<file path="config.mk">
export PLATFORM = sky130hd
export DESIGN_NAME = treasure_frame_classifier
export DESIGN_NICKNAME = d
export VERILOG_FILES = /design/src/rtl/treasure_frame_classifier.sv
export SDC_FILE = /design/constraint.sdc
export NUM_CORES = 1
export LEC_CHECK = 0
export CORE_MARGIN = 2
export CORE_UTILIZATION = 49
export CTS_CLUSTER_SIZE = 16
export DETAILED_ROUTE_END_ITERATION = 12
export PLACE_DENSITY = 0.68
export SLEW_MARGIN = 5
export SYNTH_ARGS = -nofsm -noshare
export SYNTH_HDL_FRONTEND = slang
export SYNTH_SLANG_ARGS = --single-unit
</file>
<file path="constraint.sdc">
create_clock -name clk_i -period 5.5 [get_ports clk_i]
set_clock_uncertainty 0.05 [all_clocks]
set_input_delay 1.65 -clock clk_i [delete_from_list [all_inputs] [get_ports clk_i]]
set_output_delay 1.65 -clock clk_i [all_outputs]
set_load 0.1 [all_outputs]
</file>
<file path="src/rtl/treasure_frame_classifier.sv">
// Per-frame colour/shape classifier for an RGB332 camera stream with an N-frame vote filter.
// Publishes a registered {colour, shape} code to a consumer over a RDY/ACK handshake.
module treasure_frame_classifier #(
  parameter int WIN_X0       = 35,
  parameter int WIN_X1       = 141,
  parameter int WIN_Y0       = 28,
  parameter int WIN_Y1       = 116,
  parameter int N_BARS       = 3,
  parameter int BAR_Y0       = 47,
  parameter int BAR_PITCH    = 25,
  parameter int BAR_H        = 4,
  parameter int ACC_W        = 20,
  parameter int COLOR_MARGIN = 30,
  parameter int COLOR_MIN    = 200,
  parameter int SHAPE_MARGIN = 16,
  parameter int VOTE_FRAMES  = 2
) (
  input  logic       clk_i,
  input  logic       rst_ni,
  input  logic [7:0] pixel_in_i,
  input  logic       href_i,
  input  logic [9:0] vga_pixel_x_i,
  input  logic [9:0] vga_pixel_y_i,
  input  logic       vga_vsync_neg_i,
  input  logic       result_ack_i,
  output logic [3:0] result_o,
  output logic       rdy_o,
  output logic       overrun_o
);

  localparam logic [9:0]       X0       = 10'(WIN_X0);
  localparam logic [9:0]       X1       = 10'(WIN_X1);
  localparam logic [9:0]       Y0       = 10'(WIN_Y0);
  localparam logic [9:0]       Y1       = 10'(WIN_Y1);
  localparam logic [ACC_W-1:0] C_MARGIN = ACC_W'(COLOR_MARGIN);
  localparam logic [ACC_W-1:0] C_MIN    = ACC_W'(COLOR_MIN);
  localparam logic [ACC_W:0]   S_MARGIN = (ACC_W+1)'(SHAPE_MARGIN);
  localparam logic [3:0]       VF       = 4'(VOTE_FRAMES);
  localparam int               MID      = N_BARS / 2;

  localparam logic [1:0] COL_NONE = 2'd0, COL_BLUE = 2'd1, COL_RED = 2'd2;
  localparam logic [1:0] SH_NONE = 2'd0, SH_TRI = 2'd1, SH_SQ = 2'd2, SH_DIA = 2'd3;

  typedef enum logic [2:0] {S_IDLE, S_ACCUM, S_COLOR, S_SHAPE, S_VOTE, S_WAIT_VS} state_e;

  state_e            state_q, state_d;
  logic              vs_q, vs_rise;
  logic              clr, pix_en, vote_en, in_x, in_y;
  logic [2:0]        pix_r, pix_g, pix_b;
  logic [N_BARS-1:0] band_hit;
  logic [ACC_W-1:0]  r_sum_q, g_sum_q, b_sum_q;
  logic [ACC_W-1:0]  band_r_q [N_BARS];
  logic [ACC_W-1:0]  band_b_q [N_BARS];
  logic [ACC_W:0]    top_w, mid_w, bot_w;
  logic [1:0]        colour_d, colour_q, shape_d, shape_q;
  logic [3:0]        cand_new, cand_q, cnt_d, cnt_q, result_q;
  logic              publish, rdy_q, overrun_q;

  // Blue has only two bits; the extra LSB puts it on the same 0..7 scale as red.
  assign pix_r   = pixel_in_i[7:5];
  assign pix_g   = pixel_in_i[4:2];
  assign pix_b   = {pixel_in_i[1:0], 1'b0};
  assign vs_rise = vga_vsync_neg_i & ~vs_q;
  assign in_x    = (vga_pixel_x_i >= X0) && (vga_pixel_x_i < X1);
  assign in_y    = (vga_pixel_y_i >= Y0) && (vga_pixel_y_i < Y1);

  for (genvar gi = 0; gi < N_BARS; gi++) begin : g_band
    localparam logic [9:0] LO = 10'(BAR_Y0 + gi * BAR_PITCH);
    localparam logic [9:0] HI = 10'(BAR_Y0 + gi * BAR_PITCH + BAR_H);
    assign band_hit[gi] = pix_en && (vga_pixel_y_i >= LO) && (vga_pixel_y_i < HI);
  end

  function automatic logic [ACC_W-1:0] sat_add(input logic [ACC_W-1:0] acc,
                                                input logic [2:0] inc);
    logic [ACC_W:0] sum;
    sum = {1'b0, acc} + (ACC_W+1)'(inc);
    return sum[ACC_W] ? {ACC_W{1'b1}} : sum[ACC_W-1:0];
  endfunction

  always_ff @(posedge clk_i or negedge rst_ni) begin
    if (!rst_ni) state_q <= S_IDLE;
    else         state_q <= state_d;
  end

  always_comb begin
    state_d = state_q;
    clr     = 1'b0;
    pix_en  = 1'b0;
    vote_en = 1'b0;
    case (state_q)
      S_IDLE: if (vs_rise) begin
        clr     = 1'b1;
        state_d = S_ACCUM;
      end
      S_ACCUM: begin
        if (!vga_vsync_neg_i)          state_d = S_IDLE;
        else if (vga_pixel_y_i >= Y1)  state_d = S_COLOR;
        else                           pix_en  = href_i && in_x;
      end
      S_COLOR: state_d = S_SHAPE;
      S_SHAPE: state_d = S_VOTE;
      S_VOTE: begin
        vote_en = 1'b1;
        state_d = S_WAIT_VS;
      end
      S_WAIT_VS: if (!vga_vsync_neg_i) state_d = S_IDLE;
      default: state_d = S_IDLE;
    endcase
  end

  always_comb begin
    colour_d = COL_NONE;
    if (r_sum_q > b_sum_q && (r_sum_q - b_sum_q) > C_MARGIN && r_sum_q > C_MIN)
      colour_d = COL_RED;
    else if (b_sum_q > r_sum_q && (b_sum_q - r_sum_q) > C_MARGIN && b_sum_q > C_MIN)
      colour_d = COL_BLUE;
  end

  // Shape is judged on the bands of whichever colour won the frame.
  always_comb begin
    if (colour_q == COL_BLUE) begin
      top_w = {1'b0, band_b_q[0]};
      mid_w = {1'b0, band_b_q[MID]};
      bot_w = {1'b0, band_b_q[N_BARS-1]};
    end else begin
      top_w = {1'b0, band_r_q[0]};
      mid_w = {1'b0, band_r_q[MID]};
      bot_w = {1'b0, band_r_q[N_BARS-1]};
    end
    shape_d = SH_SQ;
    if (colour_q == COL_NONE)                                         shape_d = SH_NONE;
    else if (mid_w > top_w + S_MARGIN && mid_w > bot_w + S_MARGIN)    shape_d = SH_DIA;
    else if (bot_w > top_w + S_MARGIN)                                shape_d = SH_TRI;
  end

  always_comb begin
    cand_new = {colour_q, shape_q};
    if (cand_new == cand_q) cnt_d = (cnt_q == 4'd15) ? 4'd15 : cnt_q + 4'd1;
    else                    cnt_d = 4'd1;
    publish = vote_en && (cnt_d == VF) && (cand_new != result_q);
  end

  always_ff @(posedge clk_i or negedge rst_ni) begin
    if (!rst_ni) begin
      // Held high so a reset released mid-frame does not look like a frame start.
      vs_q      <= 1'b1;
      r_sum_q   <= '0;
      g_sum_q   <= '0;
      b_sum_q   <= '0;
      for (int k = 0; k < N_BARS; k++) begin
        band_r_q[k] <= '0;
        band_b_q[k] <= '0;
      end
      colour_q  <= COL_NONE;
      shape_q   <= SH_NONE;
      cand_q    <= '0;
      cnt_q     <= '0;
      result_q  <= '0;
      rdy_q     <= 1'b0;
      overrun_q <= 1'b0;
    end else begin
      vs_q <= vga_vsync_neg_i;
      if (clr) begin
        r_sum_q <= '0;
        g_sum_q <= '0;
        b_sum_q <= '0;
        for (int k = 0; k < N_BARS; k++) begin
          band_r_q[k] <= '0;
          band_b_q[k] <= '0;
        end
      end else begin
        if (pix_en && in_y) begin
          r_sum_q <= sat_add(r_sum_q, pix_r);
          g_sum_q <= sat_add(g_sum_q, pix_g);
          b_sum_q <= sat_add(b_sum_q, pix_b);
        end
        for (int k = 0; k < N_BARS; k++) begin
          if (band_hit[k]) begin
            band_r_q[k] <= sat_add(band_r_q[k], pix_r);
            band_b_q[k] <= sat_add(band_b_q[k], pix_b);
          end
        end
      end
      if (state_q == S_COLOR) colour_q <= colour_d;
      if (state_q == S_SHAPE) shape_q  <= shape_d;
      if (vote_en) begin
        cand_q <= cand_new;
        cnt_q  <= cnt_d;
      end
      // A publish beats a same-cycle ACK; it only counts as overrun if nobody acked.
      overrun_q <= 1'b0;
      if (publish) begin
        result_q  <= cand_new;
        rdy_q     <= 1'b1;
        overrun_q <= rdy_q && !result_ack_i;
      end else if (rdy_q && result_ack_i) begin
        rdy_q <= 1'b0;
      end
    end
  end

  assign result_o  = result_q;
  assign rdy_o     = rdy_q;
  assign overrun_o = overrun_q;

endmodule

</file>
==> out/qor.txt <==
Area Overhead vs Synth = 9.31%
Remaining DRCs = 0
Mapped Cells = 1874
Netlist cell types = 81
Worst stage delay on the critical path = 0.54 ns
Achievable frequency = 210 MHz
Die Ht = 179 µm
# IOs = 39
Vias in the first global route = 13500
Hold slack = 0.442 ns
Critical Path, Cell by Cell = nor2b_4 > buf_4 > nand2_1 > nand2_1 > ha_1 > nand4b_1 > a21oi_1 > nand2_1 > xnor2_1 > ha_1 > a21o_1 > a21o_1 > a21o_1 > a21oi_1 > nor2b_1 > a2111oi_0 > or3_1 > o22ai_1 > o21ai_0
Combinational family with the most area after synthesis = simple AND/OR/NAND/NOR gates
Final TNS setup = 0 ns
CTS buffer count = 17
Crit path time final = 4.76 ns
Synth Cell Area = 15100 µm²
Worst Tran Pin Value = 0.971 ns
Xor and xnor area share after synthesis = 4.76%
Hold buffers post-CTS = 0
First-pass GRT wire length = 71600 µm
CP max stage cell = dfrtp_1
Rows = 64
Reg-to-reg slack, setup = 0.74 ns
Core footprint = 30400 µm²
Layout cells sized above 1 = 6.04%
Postcts setup bufs = 0
DR iter-0 viols = 1300
Ant. Diodes = 0
Rel. slew slack = 35.1%
Buffers on Ports = 35
Placer Congestion = 0.946
Clock Latency Late Sink = 0.46 ns
Synth warn = 0
Post-detailed-route wirelength per cell = 19.2 µm
CP startpoint kind = flip-flop
Total power = 0.00322 W
Resized cells post-CTS = 0
Simple-gate share of the synthesized area = 24.5%
Max cap viols = 0
Mux contribution to synthesized area = 3.10%
Final nets = 2040
Via density = 6.25
Compound-Gate Fraction of Synth Area = 21.4%
Synth Flop Type = dfrtp_1
Max clock buf depth = 2
DP HPWL = 32800 µm
TritonCTS Sinks = 182
Mapped Avg Cell Area = 8.04 µm²
Die W = 179 µm
Post-Synth Adder-Cell Area = 11.5%
Clock root cell = clkbuf_16
Power per cell area = 195 nW/µm²
Post-synthesis sequential area ratio = 30.2%
Mapped Nets = 2040
Critical Path End Type = flip-flop
HP Class = reg -> reg
Htree depth = 4
WP data arrival = 5.09 ns
Multi-input logic area = 9870 µm²
FF+latch area = 4560 µm²
Clock transition at path regs = 0.08 ns
# setup viols final = 0
Routed Antenna Nets = 0
Drt first pass iters = 7
VDD IR max = 0.000225 V
WL final = 43900 µm
RSZ-0062 raised after global routing = false
Initial antenna violation count = 0
Filler cell count = 2942
Max Fanout on Critical Path = 25
Die ar. = 32200 µm²
Vias = 14300
Initial core utilization = 49.5%
Class of the most critical setup path = reg -> reg
Pin count of the biggest net entering global routing = 100
CP Data Required Time = 5.83 ns
EDFF count, synth = 0
Tcrit/Tclk final = 86.5%
#FFs+latches synth = 182
Overflow after GRT = 0
P_leak = 7.53 nW
Total GRT Usage = 27.1%
Status = finished, final reports clean
Final Hold Viols = 0
Final Slew Violations = 0
CTS tree = yes
Ys async rst share = 100%
## cells by family after synthesis
kind of cell,count (synthesis)
DFF,182
buffers and inverters,175
and+or+nand+nor,757
AOI/OAI and AO/OA,500
xor gates and xnor gates,82
adders and majority gates,133
muxes,45
## cell usage after synthesis, types with 16 or more instances
| cell type | count | area share, % |
|---|---|---|
| a211oi_1 | 27 | 1.3 |
| a21o_1 | 42 | 2.1 |
| a21oi_1 | 130 | 4.3 |
| a31oi_1 | 19 | 0.79 |
| and3_1 | 33 | 1.4 |
| clkbuf_1 | 67 | 1.7 |
| dfrtp_1 | 181 | 30 |
| ha_1 | 123 | 10 |
| inv_1 | 87 | 2.2 |
| mux2i_1 | 31 | 2.1 |
| nand2_1 | 246 | 6.1 |
| nand2b_1 | 19 | 0.79 |
| nand3_1 | 111 | 3.7 |
| nand4_1 | 49 | 2.0 |
| nor2_1 | 134 | 3.3 |
| nor2b_1 | 18 | 0.75 |
| nor3_1 | 59 | 2.0 |
| nor4_1 | 16 | 0.66 |
| o211ai_1 | 33 | 1.6 |
| o21ai_0 | 132 | 4.4 |
| xnor2_1 | 44 | 2.6 |
| xor2_1 | 38 | 2.2 |
## where the power goes
| group | internal (W) | total (W) | switching (W) |
|---|---|---|---|
| registers | 0.00138 | 0.00143 | 0.0000554 |
| clock network | 0.000630 | 0.00120 | 0.000575 |
| logic | 0.000210 | 0.000582 | 0.000372 |
## sequential cells by signal (all words and copies together), names as in the netlist
signal and cells:
band_b_q 60, band_r_q 60, b_sum_q 20, r_sum_q 20
cand_q 4, cnt_q 4, result_o 4, state_q 3
colour_q 2, shape_q 2, overrun_o 1, rdy_o 1
vs_q 1
## layout by cell type, fill, tap and decap left out, types with 13 or more instances in the layout
cell type        count
o211ai_1            33
clkdlybuf4s50_1     34
nor3_1              58
buf_4               29
nand4_1             49
and3_1              33
mux2i_1             31
clkbuf_16           17
xnor2_1             44
a21o_1              42
o21ai_0            132
dfrtp_1            181
a31oi_1             19
nor2_1             134
ha_1               123
a211oi_1            27
or3_1               13
nor2b_1             17
nand2b_1            18
a21oi_1            130
nor4_1              16
nand2_1            246
xor2_1              38
nand3_1            111
mux2_2              14
inv_1               87
## per-layer routing
layer / part of all wire (%) / GRT usage [%]
met3: 5.1 / 3.32
met4: 2.5 / 9.01
met5: 0 / 0
met2: 47 / 43.9
met1: 46 / 37.9
## path summary, 6_finish.rpt
kind / start / endpoint / cells past startpoint
min: band_b_q[0] / band_b_q[0] / 2
min in group asynchronous: rst_ni / rdy_o / 1
min reg2reg: band_b_q[0] / band_b_q[0] / 2
max in group asynchronous: rst_ni / band_b_q[29] / 2
max: colour_q[0] / shape_q[1] / 19
max reg2reg: colour_q[0] / shape_q[1] / 19
## area by class of cell
| type | count | share of cell area (%) |
|---|---|---|
| clock inverter | 13 | 0.752 |
| tap | 396 | 3.01 |
| sequential | 182 | 27.6 |
| timing repair buffer | 69 | 4.08 |
| clock buffer | 19 | 2.63 |
| inverter | 87 | 1.98 |
| multi-input combinational | 1517 | 59.9 |
## through the flow
stage / instances / worst slack (ns) / utilization, % / area, µm²
2_1_floorplan: 1874 / 0.309 / - / 15100
3_3_place_gp: 2251 / 0.464 / 52.3 / 15900
3_5_place_dp: 2251 / 0.284 / 52.3 / 15900
4_1_cts: 2283 / 0.791 / 54.2 / 16500
5_1_grt: 2283 / 0.217 / 54.2 / 16500
6_report: 2283 / 0.740 / 54.2 / 16500
## critical path, delay by kind of cell, from the launching register on
| kind | cells | cell delay, ns |
|---|---|---|
| adders and majority gates | 2 | 0.55 |
| xor gates and xnor gates | 1 | 0.41 |
| buffers and inverters | 1 | 0.35 |
| DFF | 1 | 0.54 |
| and+or+nand+nor | 7 | 1.23 |
| AOI/OAI and AO/OA | 8 | 1.51 |
Power figures use the tool's default switching activity.
